===== src/rtl/calc_scan_if.sv =====
// Bus between the calculator core and the multiplexed 7-segment display stage.
// master: the core side. It drives the five active-low digit patterns and the
//         opcode echo, and observes the display outputs.
// slave : the display scanner. It consumes the patterns and drives seg_out
//         (shared segment bus), an (active-low anodes) and frame_tick.
interface calc_scan_if;
    logic [6:0] seg_a;
    logic [6:0] seg_b;
    logic [6:0] seg_tens;
    logic [6:0] seg_ones;
    logic [6:0] seg_r;
    logic [1:0] lop;
    logic [6:0] seg_out;
    logic [5:0] an;
    logic       frame_tick;

    modport master (
        output seg_a, seg_b, seg_tens, seg_ones, seg_r, lop,
        input  seg_out, an, frame_tick
    );

    modport slave (
        input  seg_a, seg_b, seg_tens, seg_ones, seg_r, lop,
        output seg_out, an, frame_tick
    );
endinterface


===== src/rtl/calc_scan_display.sv =====
// Time-multiplexed 6-digit common-anode display driver for the calculator core.
// It snapshots the core's patterns once per frame, so a frame never shows a mix
// of old and new values. It scans six slots (a, op glyph, b, tens, ones, rem)
// with blanking at the start of each slot, so two digits never glow together.
// Ports:
//   clk  - system clock
//   rst  - asynchronous, active-high reset
//   bus  - calc_scan_if.slave: seg_a/seg_b/seg_tens/seg_ones/seg_r/lop in;
//          seg_out (active-low), an (active-low, an[5] leftmost), frame_tick out
// Parameters:
//   SCAN_DIV  - clock cycles per digit slot (>= BLANK_CYC+2)
//   BLANK_CYC - all-anodes-off cycles at the start of each slot (>= 1)
// Optional feature: define CALC_SCAN_LZB_EN to blank the tens digit (slot 3)
// for the whole slot when its snapshot is the '0' pattern.
module calc_scan_display #(
    parameter int unsigned SCAN_DIV  = 50000,
    parameter int unsigned BLANK_CYC = 16
) (
    input  logic        clk,
    input  logic        rst,
    calc_scan_if.slave  bus
);
    localparam int unsigned CNT_W     = (SCAN_DIV > 2) ? $clog2(SCAN_DIV) : 2;
    localparam logic [CNT_W-1:0] CNT_LAST  = CNT_W'(SCAN_DIV - 1);
    localparam logic [CNT_W-1:0] BLANK_END = CNT_W'(BLANK_CYC - 1);
    localparam logic [2:0]       IDX_LAST  = 3'd5;
    localparam logic [6:0]       SEG_OFF   = 7'b1111111;
    localparam logic [6:0]       SEG_ZERO  = 7'b1000000;
    localparam logic [5:0]       AN_OFF    = 6'b111111;

    typedef enum logic {
        PH_BLANK,
        PH_DRIVE
    } phase_t;

    phase_t           state_q, state_d;
    logic [CNT_W-1:0] div_cnt;
    logic [2:0]       idx;
    logic             fresh;
    logic [6:0]       snap_a, snap_b, snap_tens, snap_ones, snap_r;
    logic [1:0]       snap_op;

    logic             div_wrap_c;
    logic             capture_c;
    logic             lzb_c;
    logic [6:0]       glyph_c;
    logic [6:0]       slot_pat_c;
    logic [6:0]       seg_d;
    logic [5:0]       an_d;

    assign div_wrap_c = (div_cnt == CNT_LAST);
    // Capture on the frame boundary, and once right after reset so frame 0 is live.
    assign capture_c  = fresh || (div_wrap_c && (idx == IDX_LAST));

    // Operator glyph from the snapshotted opcode.
    always_comb begin
        glyph_c = 7'b0001000;
        case (snap_op)
            2'b00:   glyph_c = 7'b0001000;
            2'b01:   glyph_c = 7'b0111111;
            2'b10:   glyph_c = 7'b0001001;
            default: glyph_c = 7'b0100001;
        endcase
    end

    // Pattern for the current slot.
    always_comb begin
        slot_pat_c = SEG_OFF;
        case (idx)
            3'd0:    slot_pat_c = snap_a;
            3'd1:    slot_pat_c = glyph_c;
            3'd2:    slot_pat_c = snap_b;
            3'd3:    slot_pat_c = snap_tens;
            3'd4:    slot_pat_c = snap_ones;
            3'd5:    slot_pat_c = snap_r;
            default: slot_pat_c = SEG_OFF;
        endcase
    end

`ifdef CALC_SCAN_LZB_EN
    assign lzb_c = (idx == 3'd3) && (snap_tens == SEG_ZERO);
`else
    assign lzb_c = 1'b0;
`endif

    // Phase FSM: BLANK for the first BLANK_CYC cycles of a slot, then DRIVE.
    always_ff @(posedge clk or posedge rst) begin
        if (rst) begin
            state_q <= PH_BLANK;
        end else begin
            state_q <= state_d;
        end
    end

    always_comb begin
        state_d = state_q;
        an_d    = AN_OFF;
        seg_d   = SEG_OFF;
        case (state_q)
            PH_BLANK: begin
                if (div_cnt == BLANK_END) begin
                    state_d = PH_DRIVE;
                end
            end
            PH_DRIVE: begin
                if (!lzb_c) begin
                    an_d  = ~(6'b100000 >> idx);
                    seg_d = slot_pat_c;
                end
                if (div_wrap_c) begin
                    state_d = PH_BLANK;
                end
            end
            default: state_d = PH_BLANK;
        endcase
    end

    // Slot counters, snapshot registers and registered display outputs.
    always_ff @(posedge clk or posedge rst) begin
        if (rst) begin
            div_cnt        <= '0;
            idx            <= '0;
            fresh          <= 1'b1;
            snap_a         <= SEG_OFF;
            snap_b         <= SEG_OFF;
            snap_tens      <= SEG_OFF;
            snap_ones      <= SEG_OFF;
            snap_r         <= SEG_OFF;
            snap_op        <= 2'b00;
            bus.seg_out    <= SEG_OFF;
            bus.an         <= AN_OFF;
            bus.frame_tick <= 1'b0;
        end else begin
            fresh          <= 1'b0;
            bus.frame_tick <= capture_c;
            bus.seg_out    <= seg_d;
            bus.an         <= an_d;
            if (div_wrap_c) begin
                div_cnt <= '0;
                idx     <= (idx == IDX_LAST) ? 3'd0 : idx + 3'd1;
            end else begin
                div_cnt <= div_cnt + CNT_W'(1);
            end
            if (capture_c) begin
                snap_a    <= bus.seg_a;
                snap_b    <= bus.seg_b;
                snap_tens <= bus.seg_tens;
                snap_ones <= bus.seg_ones;
                snap_r    <= bus.seg_r;
                snap_op   <= bus.lop;
            end
        end
    end
endmodule


===== src/flat_wrapper.sv =====
// flat-port wrapper written by rule: the top's interface ports become plain ports
module calc_scan_display_flat 
#(
    parameter int unsigned SCAN_DIV  = 50000,
    parameter int unsigned BLANK_CYC = 16
)
  (clk, rst, bus_seg_a, bus_seg_b, bus_seg_tens, bus_seg_ones, bus_seg_r, bus_lop, bus_seg_out, bus_an, bus_frame_tick);
  calc_scan_if bus_i ();
  input  logic clk;
  input  logic rst;
  input wire logic [$bits(bus_i.seg_a)-1:0] bus_seg_a;
  input wire logic [$bits(bus_i.seg_b)-1:0] bus_seg_b;
  input wire logic [$bits(bus_i.seg_tens)-1:0] bus_seg_tens;
  input wire logic [$bits(bus_i.seg_ones)-1:0] bus_seg_ones;
  input wire logic [$bits(bus_i.seg_r)-1:0] bus_seg_r;
  input wire logic [$bits(bus_i.lop)-1:0] bus_lop;
  output wire logic [$bits(bus_i.seg_out)-1:0] bus_seg_out;
  output wire logic [$bits(bus_i.an)-1:0] bus_an;
  output wire logic [$bits(bus_i.frame_tick)-1:0] bus_frame_tick;
  assign bus_i.seg_a = bus_seg_a;
  assign bus_i.seg_b = bus_seg_b;
  assign bus_i.seg_tens = bus_seg_tens;
  assign bus_i.seg_ones = bus_seg_ones;
  assign bus_i.seg_r = bus_seg_r;
  assign bus_i.lop = bus_lop;
  assign bus_seg_out = bus_i.seg_out;
  assign bus_an = bus_i.an;
  assign bus_frame_tick = bus_i.frame_tick;
  calc_scan_display #(.SCAN_DIV(SCAN_DIV), .BLANK_CYC(BLANK_CYC)) u_core (.clk(clk), .rst(rst), .bus(bus_i));
endmodule

===== config.mk =====
export PLATFORM = sky130hd
export DESIGN_NAME = calc_scan_display_flat
export DESIGN_NICKNAME = d
export VERILOG_FILES = /design/src/rtl/calc_scan_if.sv /design/src/rtl/calc_scan_display.sv /design/src/flat_wrapper.sv
export SDC_FILE = /design/constraint.sdc
export NUM_CORES = 1
export LEC_CHECK = 0
export ABC_CLOCK_PERIOD_IN_PS = 5900
export CORE_MARGIN = 3
export CORE_UTILIZATION = 57
export DETAILED_ROUTE_END_ITERATION = 8
export HOLD_SLACK_MARGIN = 0.12
export PLACE_DENSITY = 0.92
export SLEW_MARGIN = 10
export SYNTH_ARGS = -nofsm -noshare
export SYNTH_HDL_FRONTEND = slang
export SYNTH_SLANG_ARGS = --single-unit

===== constraint.sdc =====
create_clock -name clk -period 5.9 [get_ports clk]
set_input_delay 0.885 -clock clk [delete_from_list [all_inputs] [get_ports clk]]
set_output_delay 0.885 -clock clk [all_outputs]
set_load 0.1 [all_outputs]

==> summary.txt, run 1 <==
Power
  • Leakage: between 1.5 and 2 nW
  • Peak VDD IR: ~0.00021 V
  • Power density over cell area: roughly 270 nW/um2

Place
  • Placed cell area: between 3000 and 4000 um2
  • HPWL Detailed: between 4000 and 5000 um
  • Port buffer count: 52
  • Routability Congestion: approximately 0.8

Critical path
  • Family with the most delay on the worst path: buffers and inverters
  • Worst setup EP type: output port
  • CP arrival: around 2.0 ns
  • Crit path required time: 5.02 ns
  • Crit start category: register
  • Kind of critical path: register to output port
  • CP Max Fanout: 1
  • CP max stage delay: ~1.1 ns
  • Crit path cell chain: clkdlybuf4s50_1
  • Worst Path Buf+Inv: 1
  • CP max-delay cell: clkdlybuf4s50_1

Yosys
  • Unique cell type count in the Yosys netlist: 46
  • Synth cell count leaders: 49 x dfstp_2, 23 x dfrtp_1, 20 x mux2_4
  • Flops & latches, synth: between 70 and 80
  • Synth async-reset ratio: between 90% and 100%
  • Syn avg cell area: 13.1 um2
  • Cells after Synth: around 250
  • Yosys top cell by area: dfstp_2
  • Synth area leaders: dfstp_2 39%, dfrtp_1 18%, mux2_4 9.2%
  • Sequential area share after synthesis: a little under three fifths
  • Most numerous cell in the Yosys netlist: dfstp_2
  • Yosys warns: 0
  • Syn_nets: a little under 300
  • Mapped Area: 3280 um2
  • Yosys top cell area share: 39.3%
  • Main flop type after synthesis: dfstp_2
  • EDFF count, synth: 0

Route
  • WL per Instance: roughly 18 um
  • Total Wirelength: 6880 um
  • First-pass DRT Iterations: 4
  • Via density: 5.80
  • Drc violations: 0
  • Antenna-violating nets left: 0
  • Initial DRC Count: 149
  • Vias: 2,192

STA
  • RSZ-0062 raised after global routing: no
  • Max-slew headroom: roughly a third
  • Final setup vio count: 0
  • Fin crit share: around half
  • Final Skew: slightly above 0.008 ns
  • Final Hold Fails: 0
  • Fmax: roughly 0.35 GHz
  • Minimum clock period: between 2 and 3 ns
  • Final slew viol count: 0
  • Setup TNS: 0 ns
  • Slew @ Worst Pin: 0.970 ns

Outcome
  • Status: completed

Clock tree
  • PostCTS Resize Cnt: 0
  • Htree depth: 3
  • CTS Buffer Depth: 2
  • Postcts setup bufs: 0
  • CTS buffer count: 9
  • CTS sink cnt: ~70
  • TritonCTS clock tree: yes
  • Hold Buf Count CTS: 0
  • Clk root buf: clkbuf_8
  • Worst skew pair latency: roughly 0.34 ns
  • Clock transition at path regs: approximately 0.08 ns

Layout
  • Layout cells sized above 1: approximately 36%
  • Diodes inserted: 0
  • Design area: 4040 um2
  • Layout area overhead: 23.2%
  • Final #Nets: ~350

Floorplanning
  • Die Y: 81.8 um
  • Std cell rows: 26
  • Chip width: 81.8 um
  • Initial Utilization: about three fifths
  • I/O Pins: 53
  • Die area: 6700 um2
  • Core Region: roughly 5300 um2

Global routing
  • All-Layer GR Usage: between 20% and 30%
  • Largest net degree at the start of global routing: between 70 and 80
  • Global-route wire length before repair: between 10,000 and 15,000 um
  • Global route overflow: 0
  • Number of global-route vias before repair: roughly 2,300
  • Antenna violations before repair: 0

Min path
  • Worst Hold Class: register to register

Flow run
  • Max-Cap Viols: 0
[cell type report]
| cell class | instances | area (um2) |
|---|---|---|
| inverter | 5 | 18.8 |
| tap | 70 | 87.6 |
| clock inverter | 4 | 55.1 |
| multi-input combinational | 162 | 1340 |
| sequential | 72 | 1860 |
| clock buffer | 11 | 141 |
| fill | 308 | 1300 |
| timing repair buffer | 54 | 536 |
[logic make-up (layout without fill, tap and decap cells)]
kind of cell,after synthesis,in the layout,share of synthesized area (%)
adder cells (fa/ha/maj),2,2,0.763
AO/OA/AOI/OAI,29,29,5.99
XOR/XNOR,15,15,4.01
AND/OR/NAND/NOR,72,72,12.7
multiplexers,43,43,16.9
flip-flops,72,72,56.8
other,1,1,0.114
buffers and inverters,17,74,2.71
[metal layers]
layer	part of all wire, %	GRT usage, %
met1	41	29.7
met2	50	36.7
met3	7.4	5.59
met4	1.2	9.14
met5	0	0
[path summary, 6_finish.rpt]
kind,from,to,slack (ns),cells past startpoint
max reg2reg,u_core.idx[1]$_DFFE_PP0N_,u_core.bus.seg_out[2]$_DFF_PP1_,3.46,6
min in group asynchronous,rst,u_core.snap_op[0]$_DFFE_PP0P_,1.13,3
max,u_core.bus.seg_out[4]$_DFF_PP1_,bus_seg_out[4],3.03,1
min,u_core.snap_tens[6]$_DFFE_PP1P_,u_core.bus.seg_out[6]$_DFF_PP1_,0.52,2
max in group asynchronous,rst,u_core.div_cnt[13]$_DFF_PP0_,4.23,3
min reg2reg,u_core.snap_tens[6]$_DFFE_PP1P_,u_core.bus.seg_out[6]$_DFF_PP1_,0.52,2
[layout by cell type, fill, tap and decap left out, types with 2 or more instances in the layout]
master	netlist	routed
clkbuf_8	0	10
a22oi_1	6	6
nor4_4	2	2
nand2b_1	2	2
nand4_1	4	4
o21ai_0	3	3
nor2_1	16	16
clkdlybuf4s50_1	0	52
nor4_1	2	2
nor3_1	8	8
nand3_1	11	11
mux2i_1	4	4
nor2b_1	3	3
clkinv_4	0	2
a21oi_1	7	6
a22o_1	2	2
ha_1	2	2
dfrtp_1	23	23
mux2_4	20	20
buf_4	2	2
inv_1	5	4
xor2_1	8	8
a31oi_1	4	4
mux2_1	4	4
nand2_1	12	12
o211ai_1	3	3
dfstp_2	49	49
mux2_2	15	15
and4_1	2	2
xnor2_1	7	7
[through the flow]
stage	std cells	setup slack, ns	util, %	hold slack, ns	total power, mW
after CTS	378	3.01	75.7	0.516	1.10
after floorplan	251	3.27	-	0.461	0.663
final	378	3.03	75.7	0.517	1.09
after detailed placement	363	3.39	72.0	0.503	0.711
after global placement	363	3.40	72.0	0.483	0.706
after global routing	378	2.98	75.7	0.537	1.14
[power by group]
group	leakage (nW)	switching, mW	internal [mW]
clock	0.0956	0.180	0.206
sequential	0.810	0.0171	0.547
combinational	0.726	0.0738	0.0666
total	1.63	0.271	0.819
[registers in the layout, indices dropped and copies added, names as in the netlist]
name,cells
u_core.snap_r,7
u_core.bus.an,6
u_core.snap_b,7
u_core.div_cnt,16
u_core.fresh,1
u_core.snap_tens,7
u_core.bus.frame_tick,1
u_core.state_q,1
u_core.snap_ones,7
u_core.bus.seg_out,7
u_core.snap_a,7
u_core.idx,3
u_core.snap_op,2
[worst register-to-register path: stages (launching register included)]
cell and delay, ns:
dfrtp_1 0.66, and2_1 0.24, ha_1 0.43, nand2b_1 0.18, o21ai_0 0.22, a31oi_1 0.43, o211ai_1 0.18
Power figures use the tool's default switching activity.
==> run 2: changes to the inputs <==
Settings changed: ABC_CLOCK_PERIOD_IN_PS 5900 to 2300, CORE_UTILIZATION 57 to 48, PLACE_DENSITY 0.92 to 0.84.
Clock period 5.9 ns to 2.3 ns, I/O delays scaled along.
==> run 2 against run 1 <==
Non-clock buffer count rose by 11. Power increased to 2.7 times the previous value. Cell area is 3.4% higher. First-iteration DRC count unchanged. Global-route usage down 4.0 points. Register-to-register slack lost 3.2 ns. Die area is 17% higher. Clock-buffer cell count is 1 lower. Core utilization shrank 11 points. Cell count grew 5.0%. Clock skew rose by 0.0011 ns.
==> summary.txt, run 2 (synthesis results as in run 1) <==
STA
  • Setup TNS: 0 ns (unchanged)
  • Final setup vio count: 0 (unchanged)
  • Slew @ Worst Pin: 0.528 ns (was 0.970 ns)
  • Final Hold Fails: 0 (unchanged)
  • Fin crit share: about nine tenths
  • Worst-case hold slack: 0.360 ns (was 0.517 ns)
  • Final Skew: 0.00934 ns (was 0.00820 ns)
  • RSZ-0062 raised after global routing: no (unchanged)
  • Minimum clock period: ~2 ns
  • Fmax: between 0.4 and 0.5 GHz
  • Max-slew headroom: 64.8% (was 35.2%)
  • Final slew viol count: 0 (unchanged)

Place
  • Routability Congestion: 0.877 (was 0.823)
  • Port buffer count: 52 (unchanged)
  • HPWL Detailed: 4690 um (was 4570 um)

Layout
  • Register Area: 1860 um2 (unchanged)
  • Fillers: 461 (was 308)
  • Biggest register: u_core.div_cnt (unchanged)
  • Most frequent cells in the layout: 49 x dfstp_2, 38 x clkdlybuf4s50_1, 24 x buf_4, 23 x dfrtp_1, 20 x mux2_4 (was 52 x clkdlybuf4s50_1, 49 x dfstp_2, 23 x dfrtp_1, 20 x mux2_4, 16 x nor2_1)
  • Final #Nets: 356 (was 345)
  • Largest register FFs: 16 (unchanged)
  • Layout cells sized above 1: 43.1% (was 36.0%)
  • Leading cell type in the layout, fill and taps excluded: dfstp_2 (was clkdlybuf4s50_1)
  • Layout area overhead: 27.4% (was 23.2%)
  • Diodes inserted: 0 (unchanged)
  • Area of the multi-input gates: 1340 um2 (unchanged)

Route
  • WL per Instance: 16.7 um (was 18.2 um)
  • Met3 WL post-DR: 399 um (was 507 um)
  • First-pass DRT Iterations: 4 (unchanged)
  • Antenna-violating nets left: 0 (unchanged)
  • Initial DRC Count: 149 (unchanged)
  • Met1 WL: 2960 um (was 2850 um)
  • Total Wirelength: 6610 um (was 6880 um)
  • Top Layer Used: met4 (unchanged)
  • WL met2: 3160 um (was 3440 um)
  • Via density: 5.57 (was 5.80)
  • Drc violations: 0 (unchanged)
  • Vias: 2,210 (was 2,192)

Power
  • Power density over cell area: 710 nW/um2 (was 270 nW/um2)
  • Leakage: 1.73 nW (was 1.63 nW)
  • Peak VDD IR: 0.000440 V (was 0.000211 V)

Clock tree
  • TritonCTS clock tree: yes (unchanged)
  • CTS sink cnt: 72 (unchanged)
  • Worst skew pair latency: 0.34 ns (about the same)
  • Clock transition at path regs: 0.08 ns (about the same)
  • Htree depth: 3 (unchanged)
  • PostCTS Resize Cnt: 0 (unchanged)
  • Hold Buf Count CTS: 0 (unchanged)
  • Clk root buf: clkbuf_8 (unchanged)
  • CTS buffer count: 9 (unchanged)
  • CTS Buffer Depth: 2 (unchanged)
  • Postcts setup bufs: 0 (unchanged)

Critical path
  • R2r setup slk: 0.24 ns (was 3.46 ns)
  • Kind of critical path: register to register (was register to output port)
  • CP Max Fanout: 38 (was 1)
  • Crit path cell chain: or4_4, nor3_2, a21oi_4, buf_12, mux2_1 (was clkdlybuf4s50_1)
  • Family with the most delay on the worst path: simple AND/OR/NAND/NOR gates (was buffers and inverters)
  • CP arrival: 2.28 ns (was 1.98 ns)
  • Crit start category: register (unchanged)
  • CP max stage delay: 0.57 ns (was 1.12 ns)
  • Worst r2r src: u_core.div_cnt[10]$_DFF_PP0_ (was u_core.idx[1]$_DFFE_PP0N_)
  • Worst setup EP type: register (was output port)
  • CP max-delay cell: or4_4 (was clkdlybuf4s50_1)
  • Cell count of the worst reg-to-reg path: 5 (was 6)
  • Worst Path Buf+Inv: 1 (unchanged)
  • Crit path required time: 2.53 ns (was 5.02 ns)
  • Worst r2r dst: u_core.snap_op[1]$_DFFE_PP0P_ (was u_core.bus.seg_out[2]$_DFF_PP1_)

Global routing
  • Number of global-route vias before repair: 2,280 (was 2,322)
  • Global-route wire length before repair: 11,200 um (was 11,300 um)
  • Largest net degree at the start of global routing: 39 (was 73)
  • Global route overflow: 0 (unchanged)
  • Antenna violations before repair: 0 (unchanged)
  • All-Layer GR Usage: 18.8% (was 22.8%)

Floorplanning
  • Initial Utilization: 50.5% (was 61.4%)
  • Die area: 7860 um2 (was 6700 um2)
  • Chip width: 88.6 um (was 81.8 um)
  • I/O Pins: 53 (unchanged)
  • Std cell rows: 29 (was 26)
  • Core Region: 6490 um2 (was 5340 um2)
  • Die Y: 88.6 um (was 81.8 um)

Outcome
  • Status: completed (unchanged)

Flow run
  • Max-Cap Viols: 0 (unchanged)

Min path
  • Worst Hold Class: input pin to asynchronous set/reset pin (was register to register)
[run 2: cell types whose count changed in the layout (fill, tap and decap cells not counted), sizes merged]
cell           delta
buf              +25
clkdlybuf4s50    -14
bufinv            +1
clkbuf            -1
clkinv            +1
[run 2: worst reg2reg max path: cells and delay by family (launching register included)]
kind / cells / cell delay, ns
AOI/OAI and AO/OA: 1 / 0.10
buffers and inverters: 1 / 0.20
DFF: 1 / 0.45
muxes: 1 / 0.37
and+or+nand+nor: 2 / 0.84
[run 2: metal layers]
layer	track usage [%]	vias up
met2	30.4	80
met1	25.1	1101
met3	3.82	8
met5	0	-
li1	-	1021
met4	7.01	0
[run 2: power breakdown]
part           internal, mW  leakage [nW]  switching, mW  total [mW]
sequential             1.40         0.810         0.0430        1.44
clock                 0.678         0.118          0.482        1.16
combinational         0.174         0.806          0.185       0.359
[run 2: worst max-delay path by stage]
stage | slack, ns | from | to | cells past startpoint
after floorplan | 0.21 | rst | u_core.bus.frame_tick$_DFF_PP0_ | 1
after global placement | 0.31 | u_core.div_cnt[11]$_DFF_PP0_ | u_core.idx[2]$_DFFE_PP0N_ | 4
after detailed placement | 0.25 | u_core.div_cnt[4]$_DFF_PP0_ | u_core.snap_op[1]$_DFFE_PP0P_ | 5
after CTS | 0.23 | u_core.div_cnt[4]$_DFF_PP0_ | u_core.snap_op[1]$_DFFE_PP0P_ | 5
after global routing | 0.12 | u_core.div_cnt[0]$_DFF_PP0_ | u_core.snap_op[1]$_DFFE_PP0P_ | 6
final | 0.24 | u_core.div_cnt[10]$_DFF_PP0_ | u_core.snap_op[1]$_DFFE_PP0P_ | 5
[run 2: final cells by class]
cell class              instances  share of cell area (%)
clock buffers                  10                    3.57
flip-flops and latches         72                    44.6
clock inverters                 6                    2.16
multi-input cells             162                    32.0
inverters                       5                   0.450
well taps                      77                    2.31
repair buffers                 65                    14.9
[run 2: metrics by stage]
stage	power, mW	util, %	instance area [um2]	instances	worst slack, ns
floorplan	1.70	-	3280	251	0.211
global placement	1.82	60.6	3940	381	0.305
detailed placement	1.83	60.6	3940	381	0.247
CTS	2.99	64.3	4180	397	0.230
global route	3.07	64.3	4180	397	0.121
finish	2.96	64.3	4180	397	0.243
